$ cat config.mk
export PLATFORM = sky130hd
export DESIGN_NAME = coax_rx_frame_ctrl
export DESIGN_NICKNAME = d
export VERILOG_FILES = /design/src/rtl/coax_rx_frame_ctrl.sv
export SDC_FILE = /design/constraint.sdc
export NUM_CORES = 1
export LEC_CHECK = 0
export ABC_AREA = 0
export CAP_MARGIN = 20
export CORE_MARGIN = 4
export CORE_UTILIZATION = 45
export CTS_BUF_LIST = sky130_fd_sc_hd__clkbuf_2
export CTS_CLUSTER_DIAMETER = 80
export DETAILED_ROUTE_END_ITERATION = 7
export PLACE_DENSITY_LB_ADDON = 0.2
export SLEW_MARGIN = 20
export SYNTH_ARGS = -nofsm -noshare
export SYNTH_HDL_FRONTEND = slang
export SYNTH_SLANG_ARGS = --single-unit
export TNS_END_PERCENT = 5
$ cat constraint.sdc
create_clock -name clk -period 4.3 [get_ports clk]
set_input_delay 0.86 -clock clk [delete_from_list [all_inputs] [get_ports clk]]
set_output_delay 0.86 -clock clk [all_outputs]
set_load 0.02 [all_outputs]
$ cat src/rtl/coax_rx_frame_ctrl.sv
// Receive-side framing for the 3270 coax decoder: checks each decoded word,
// groups words into frames by idle gap, and queues them on a valid/ready stream.
module coax_rx_frame_ctrl #(
  parameter int unsigned FIFO_DEPTH   = 16,
  parameter int unsigned GAP_TIMEOUT  = 1024,
  parameter int unsigned REARM_CYCLES = 4
) (
  input  logic        clk,
  input  logic        reset,
  input  logic [11:0] rxWord,
  input  logic        wordAvailable,
  output logic        rxReset,
  output logic [9:0]  outData,
  output logic        outErr,
  output logic        outLast,
  output logic        outValid,
  input  logic        outReady,
  output logic        frameEnd,
  output logic        overflow,
  input  logic        clearOverflow,
  output logic [7:0]  errCount
);

  localparam int unsigned AW = $clog2(FIFO_DEPTH);
  localparam int unsigned CW = AW + 1;
  localparam int unsigned GW = $clog2(GAP_TIMEOUT);
  localparam int unsigned RW = (REARM_CYCLES > 1) ? $clog2(REARM_CYCLES) : 1;

  localparam logic [1:0] ST_IDLE   = 2'd0;
  localparam logic [1:0] ST_STAGED = 2'd1;
  localparam logic [1:0] ST_REARM  = 2'd2;

  logic [1:0]    state_q, state_d;
  logic [9:0]    stage_data_q, stage_data_d;
  logic          stage_err_q, stage_err_d;
  logic [GW-1:0] gap_cnt_q, gap_cnt_d;
  logic [RW-1:0] rearm_cnt_q, rearm_cnt_d;
  logic          frame_end_q, frame_end_d;
  logic          overflow_q, overflow_d;
  logic [7:0]    err_count_q, err_count_d;
  logic [AW-1:0] wr_ptr_q, wr_ptr_d;
  logic [AW-1:0] rd_ptr_q, rd_ptr_d;
  logic [CW-1:0] count_q, count_d;
  logic [11:0]   mem_q [FIFO_DEPTH];

  logic        word_err;
  logic        load;
  logic        push;
  logic        push_last;
  logic        push_ok;
  logic        pop;
  logic [11:0] push_entry;
  logic [11:0] head;

  assign word_err = ~rxWord[11] | (^rxWord);

  // Framing FSM: a staged word is pushed only once we know whether it is last.
  always_comb begin
    state_d      = state_q;
    stage_data_d = stage_data_q;
    stage_err_d  = stage_err_q;
    gap_cnt_d    = gap_cnt_q;
    rearm_cnt_d  = rearm_cnt_q;
    err_count_d  = err_count_q;
    frame_end_d  = 1'b0;
    load         = 1'b0;
    push         = 1'b0;
    push_last    = 1'b0;
    case (state_q)
      ST_IDLE: begin
        if (wordAvailable) begin
          load    = 1'b1;
          state_d = ST_STAGED;
        end
      end
      ST_STAGED: begin
        if (wordAvailable) begin
          push = 1'b1;
          load = 1'b1;
        end else if (gap_cnt_q == GW'(GAP_TIMEOUT - 1)) begin
          push        = 1'b1;
          push_last   = 1'b1;
          frame_end_d = 1'b1;
          rearm_cnt_d = '0;
          state_d     = ST_REARM;
        end else begin
          gap_cnt_d = gap_cnt_q + GW'(1);
        end
      end
      ST_REARM: begin
        if (rearm_cnt_q == RW'(REARM_CYCLES - 1)) begin
          state_d = ST_IDLE;
        end else begin
          rearm_cnt_d = rearm_cnt_q + RW'(1);
        end
      end
      default: state_d = ST_IDLE;
    endcase
    if (load) begin
      stage_data_d = rxWord[10:1];
      stage_err_d  = word_err;
      gap_cnt_d    = '0;
      if (word_err && (err_count_q != '1)) begin
        err_count_d = err_count_q + 8'd1;
      end
    end
  end

  assign push_entry = {push_last, stage_err_q, stage_data_q};

  // A full FIFO still accepts a push when the head leaves in the same cycle.
  always_comb begin
    pop        = (count_q != '0) && outReady;
    push_ok    = push && ((count_q != CW'(FIFO_DEPTH)) || pop);
    wr_ptr_d   = wr_ptr_q;
    rd_ptr_d   = rd_ptr_q;
    count_d    = count_q;
    overflow_d = overflow_q;
    if (push_ok) begin
      wr_ptr_d = wr_ptr_q + AW'(1);
    end
    if (pop) begin
      rd_ptr_d = rd_ptr_q + AW'(1);
    end
    if (push_ok && !pop) begin
      count_d = count_q + CW'(1);
    end else if (!push_ok && pop) begin
      count_d = count_q - CW'(1);
    end
    if (push && !push_ok) begin
      overflow_d = 1'b1;
    end else if (clearOverflow) begin
      overflow_d = 1'b0;
    end
  end

  always_ff @(posedge clk) begin
    if (reset) begin
      state_q      <= ST_IDLE;
      stage_data_q <= '0;
      stage_err_q  <= 1'b0;
      gap_cnt_q    <= '0;
      rearm_cnt_q  <= '0;
      frame_end_q  <= 1'b0;
      overflow_q   <= 1'b0;
      err_count_q  <= '0;
      wr_ptr_q     <= '0;
      rd_ptr_q     <= '0;
      count_q      <= '0;
    end else begin
      state_q      <= state_d;
      stage_data_q <= stage_data_d;
      stage_err_q  <= stage_err_d;
      gap_cnt_q    <= gap_cnt_d;
      rearm_cnt_q  <= rearm_cnt_d;
      frame_end_q  <= frame_end_d;
      overflow_q   <= overflow_d;
      err_count_q  <= err_count_d;
      wr_ptr_q     <= wr_ptr_d;
      rd_ptr_q     <= rd_ptr_d;
      count_q      <= count_d;
    end
  end

  always_ff @(posedge clk) begin
    if (push_ok) begin
      mem_q[wr_ptr_q] <= push_entry;
    end
  end

  // Storage is not reset, so the head fields are masked while the FIFO is empty.
  assign head     = mem_q[rd_ptr_q];
  assign outValid = (count_q != '0);
  assign outData  = outValid ? head[9:0] : '0;
  assign outErr   = outValid & head[10];
  assign outLast  = outValid & head[11];
  assign rxReset  = (state_q == ST_REARM);
  assign frameEnd = frame_end_q;
  assign overflow = overflow_q;
  assign errCount = err_count_q;

endmodule

==> parameters.txt <==
Parameter                              Value

Timing
  Largest clock skew in the final design ... 0.04790 ns
  Final min period ... ~4 ns
  Total count of max-transition violations in the final report ... 0
  Total negative slack ... 0 ns
  RSZ-0062 raised after global routing ... no
  Hold Fails Final Rpt ... 0
  Transition time of the tightest slew-check pin ... 0.8702 ns
  Slew HR ... a little over two fifths
  Total setup violations reported at the end of the flow ... 0
  Peak clock frequency supported by timing ... between 0.2 and 0.25 GHz
  Fraction of the cycle the final worst path needs ... between 90% and 100%

Floorplanning
  Number of standard-cell rows in the floorplan ... between 50 and 60
  Core Box Area ... between 20000 and 25000 um^2
  Die Outline Area ... between 20000 and 25000 um^2
  Floorplan die width ... about 160 um
  Starting utilization of the core area ... a little under half
  Floorplan die height ... around 160 um
  Ports ... 41

Setup path
  Most Frequent Cell on Critical Path ... mux4_2
  Critical path startpoint category ... flip-flop
  Combined buffer and inverter count along the critical path ... 2
  Worst reg2reg path startpoint ... count_q[0]
  Cell family contributing the most delay on the critical path ... multiplexers
  Worst path arrival time ... about 3.2 ns
  Critical setup path kind ... reg -> out
  Setup slack on the worst flop-to-flop path ... roughly 0.9 ns
  Maximum fanout along the worst path ... 7
  Reg2reg path depth ... 12
  Worst Setup End Kind ... output pin
  Capture point of the worst reg-to-reg path ... count_q[4]
  Cell type of the slowest stage on the worst timing path ... clkdlybuf4s50_1
  Data required time at the worst endpoint ... around 3.4 ns
  Number of cells on the critical path ... 5
  Sequence of cells on the critical path ... buf_6 > mux4_2 > mux4_2 > and2_1 > clkdlybuf4s50_1
  Largest stage delay on the critical path ... ~0.54 ns

Cells and area
  Area grow syn2layout ... 15.56%
  Final std cell area, no fill ... ~11000 um^2
  Share of cells above drive strength 1 ... 27.61%
  Count of non-filler cells in the finished layout ... about 1000
  Number of nets in the final layout ... just over 700

Placement
  Routability congestion estimate ... between 0.7 and 0.8
  Total of buffers placed on input and output ports ... 40
  Placement-stage cell area ... between 10000 and 15000 um^2
  Post-Place Cells ... 887
  Detail Placement HPWL ... 12280 um

Global routing
  Vias in the first global route ... 5668
  Remaining Overflow, GRT ... 0
  Total track usage ... about 17%
  Number of antenna violations at the first check in global routing ... 2
  Wire length of the first global-routing pass ... roughly 32000 um
  Maximum number of pins on one net before global-route repair ... just under 50

Synthesis
  Number of distinct library cell variants in the gate-level netlist after synthesis ... 45
  Area of the mapped netlist ... 9781 um^2
  YS warnings ... 0
  Area share of the leading cell type in the synthesized netlist ... between 50% and 60%
  Sequential-to-total area share from yosys stat ... 69.59%
  Avg Inst Size Synth ... around 17 um^2
  Syn Nets ... ~600
  Top flip-flop cell by instance count after synthesis ... edfxtp_1
  Number of register bits inferred by synthesis ... 244
  Post-synth EDFFs ... between 150 and 200
  Largest cells by area after synthesis ... edfxtp_1, mux4_2, dfxtp_1
  Cell taking the most area after synthesis ... edfxtp_1
  Share of flip-flops with an asynchronous set or reset ... 0%
  Post-Synthesis Cells ... 573

CTS
  Number of buffers created by CTS ... 60
  Clk Latency, worst-skew pair ... roughly 0.82 ns
  Maximum clock path buffer count ... 3
  Count of clock tree sinks ... around 240
  Post-CTS Hold Fix Bufs ... 0
  H-Tree Level Count ... 2
  TritonCTS clock tree ... built
  Clock slew at the register clock pins of the worst setup and hold paths ... about 0.11 ns
  Clock root buffer master ... clkbuf_2

Pwr
  Leakage ... about 3.9 nW
  Design Power ... approximately 5.5 mW
  Areal power density over the cells ... a little under 500 nW/um^2
  Highest ir drop seen on vdd ... approximately 0.00033 V

Routing
  DRT iter0 DRCs ... between 400 and 500
  TritonRoute pass-1 iters ... 7
  DRT Wirelength ... between 20000 and 25000 um
  DR vias/cell ... around 5.3
  DRC violations left ... 0
  Number of nets with antenna violations after routing ... 0
  Average routed wire per standard cell ... 20.26 um
  Via Count ... around 5300

Job
  Number of max-cap violations ... 0

Min path
  Type of the tightest min-delay check ... reg -> reg
  Worst hold start ... rd_ptr_q[1]
  Worst hold path cell count ... 2

Status
  Run status ... completed
==> cell usage in the layout (no fill, tap or decap), types with 7 or more instances in the layout <==
| master | Yosys | routed |
|---|---|---|
| nor3_1 | 11 | 7 |
| xor2_1 | 12 | 12 |
| nor2b_1 | 7 | 7 |
| clkdlybuf4s50_1 | 0 | 34 |
| buf_4 | 1 | 23 |
| ha_1 | 12 | 12 |
| nand4_1 | 7 | 7 |
| and2_1 | 22 | 22 |
| edfxtp_1 | 192 | 192 |
| xnor2_1 | 14 | 14 |
| clkbuf_2 | 0 | 93 |
| a21oi_1 | 20 | 20 |
| dfxtp_1 | 52 | 50 |
| inv_1 | 11 | 11 |
| mux4_2 | 60 | 60 |
| nor2_1 | 49 | 49 |
| nand2_1 | 36 | 36 |
| nand3_1 | 7 | 7 |
| clkinv_1 | 0 | 13 |
==> cells by family (layout without fill, tap and decap cells) <==
| group | Yosys count | count (layout) | share of synthesized area [%] |
|---|---|---|---|
| buffers and inverters | 35 | 190 | 1.573 |
| AO/OA/AOI/OAI | 30 | 30 | 1.881 |
| other | 0 | 1 | 0 |
| multiplexers | 68 | 68 | 14.69 |
| XOR/XNOR | 28 | 28 | 2.725 |
| AND/OR/NAND/NOR | 155 | 155 | 7.804 |
| flip-flops | 244 | 244 | 69.59 |
| adder cells (fa/ha/maj) | 13 | 13 | 1.740 |
==> layout make-up <==
type	count	area, um^2
Inverter	11	41.29
Clock buffer	93	465.4
Clock inverter	18	125.1
Antenna cell	1	2.502
Sequential cell	244	6812
Fill cell	1749	9918
Tap cell	275	344.1
Multi-Input combinational cell	294	2840
Timing Repair Buffer	68	671.9
==> power breakdown <==
| part | leakage, nW | switching, mW | internal [mW] |
|---|---|---|---|
| clock network | 0.443 | 0.892 | 0.695 |
| logic | 1.28 | 0.579 | 0.658 |
| registers | 2.20 | 0.0822 | 2.60 |
| total | 3.93 | 1.55 | 3.95 |
==> worst max-delay path by stage <==
stage | startpoint | to | slack [ns]
2_1_floorplan | count_q[0] | count_q[4] | 1.24
3_3_place_gp | wordAvailable | count_q[4] | 0.60
3_5_place_dp | wordAvailable | count_q[4] | 0.54
4_1_cts | flip-flop | outData[2] | 0.003
5_1_grt | flip-flop | outData[1] | 0.009
6_report | flip-flop | outData[1] | 0.21
==> worst reg2reg max path, delay by kind of cell (launching register included) <==
family          cells  cell delay [ns]
fa+ha+maj           2             0.59
compound gates      3             0.48
buf+inv             2             0.20
flops               1             0.36
simple gates        4             1.62
xor+xnor            1             0.09
==> through the flow <==
step                      util [%]  setup WS, ns  hold WS [ns]
final                        53.26        0.2069        0.4866
after global routing         53.26      0.009320        0.5429
after CTS                    53.01      0.003226        0.4844
after detailed placement     50.12        0.5439        0.4817
after global placement       50.12        0.5964        0.4781
after floorplan                  -         1.241        0.4620
==> state kept, by name (all words and copies together), names as in the netlist, named ones only <==
register / cells
frameEnd: 1
rearm_cnt_q: 2
overflow: 1
gap_cnt_q: 10
rd_ptr_q: 4
mem_q: 192
count_q: 5
state_q: 2
errCount: 8
stage_err_q: 1
wr_ptr_q: 4
stage_data_q: 10
==> per-layer routing <==
metal  vias up  wire (um)  GRT usage, %
li1       2458          -             -
met1      2665       8366         22.25
met2       145      10540         29.75
met3        20       1133         4.033
met4         0        298         5.336
met5         -          0             0
==> timing repair <==
item,CTS,global route
cloned,0,1
endpoints found under the setup margin,11,5
setup buffers,3,1
gates resized for setup,4,6
pin swaps,0,0
==> cell usage after synthesis (2+ instances only) <==
master and count:
buf_1 6, and2_1 22, nor3_1 11, ha_1 12
nand3_1 7, xor2_1 12, a21oi_1 20, xnor2_1 14
nor2b_1 7, nand2_1 36, nand4_1 7, mux4_2 60
mux2_1 2, nor4_1 3, buf_2 3, clkbuf_1 12
mux2i_1 4, dfxtp_1 52, inv_1 11, edfxtp_1 192
buf_6 2, mux2_2 2, nor2_1 49, a21o_1 3
nand2b_1 4
Note: power is estimated with default switching activity, not from simulation.
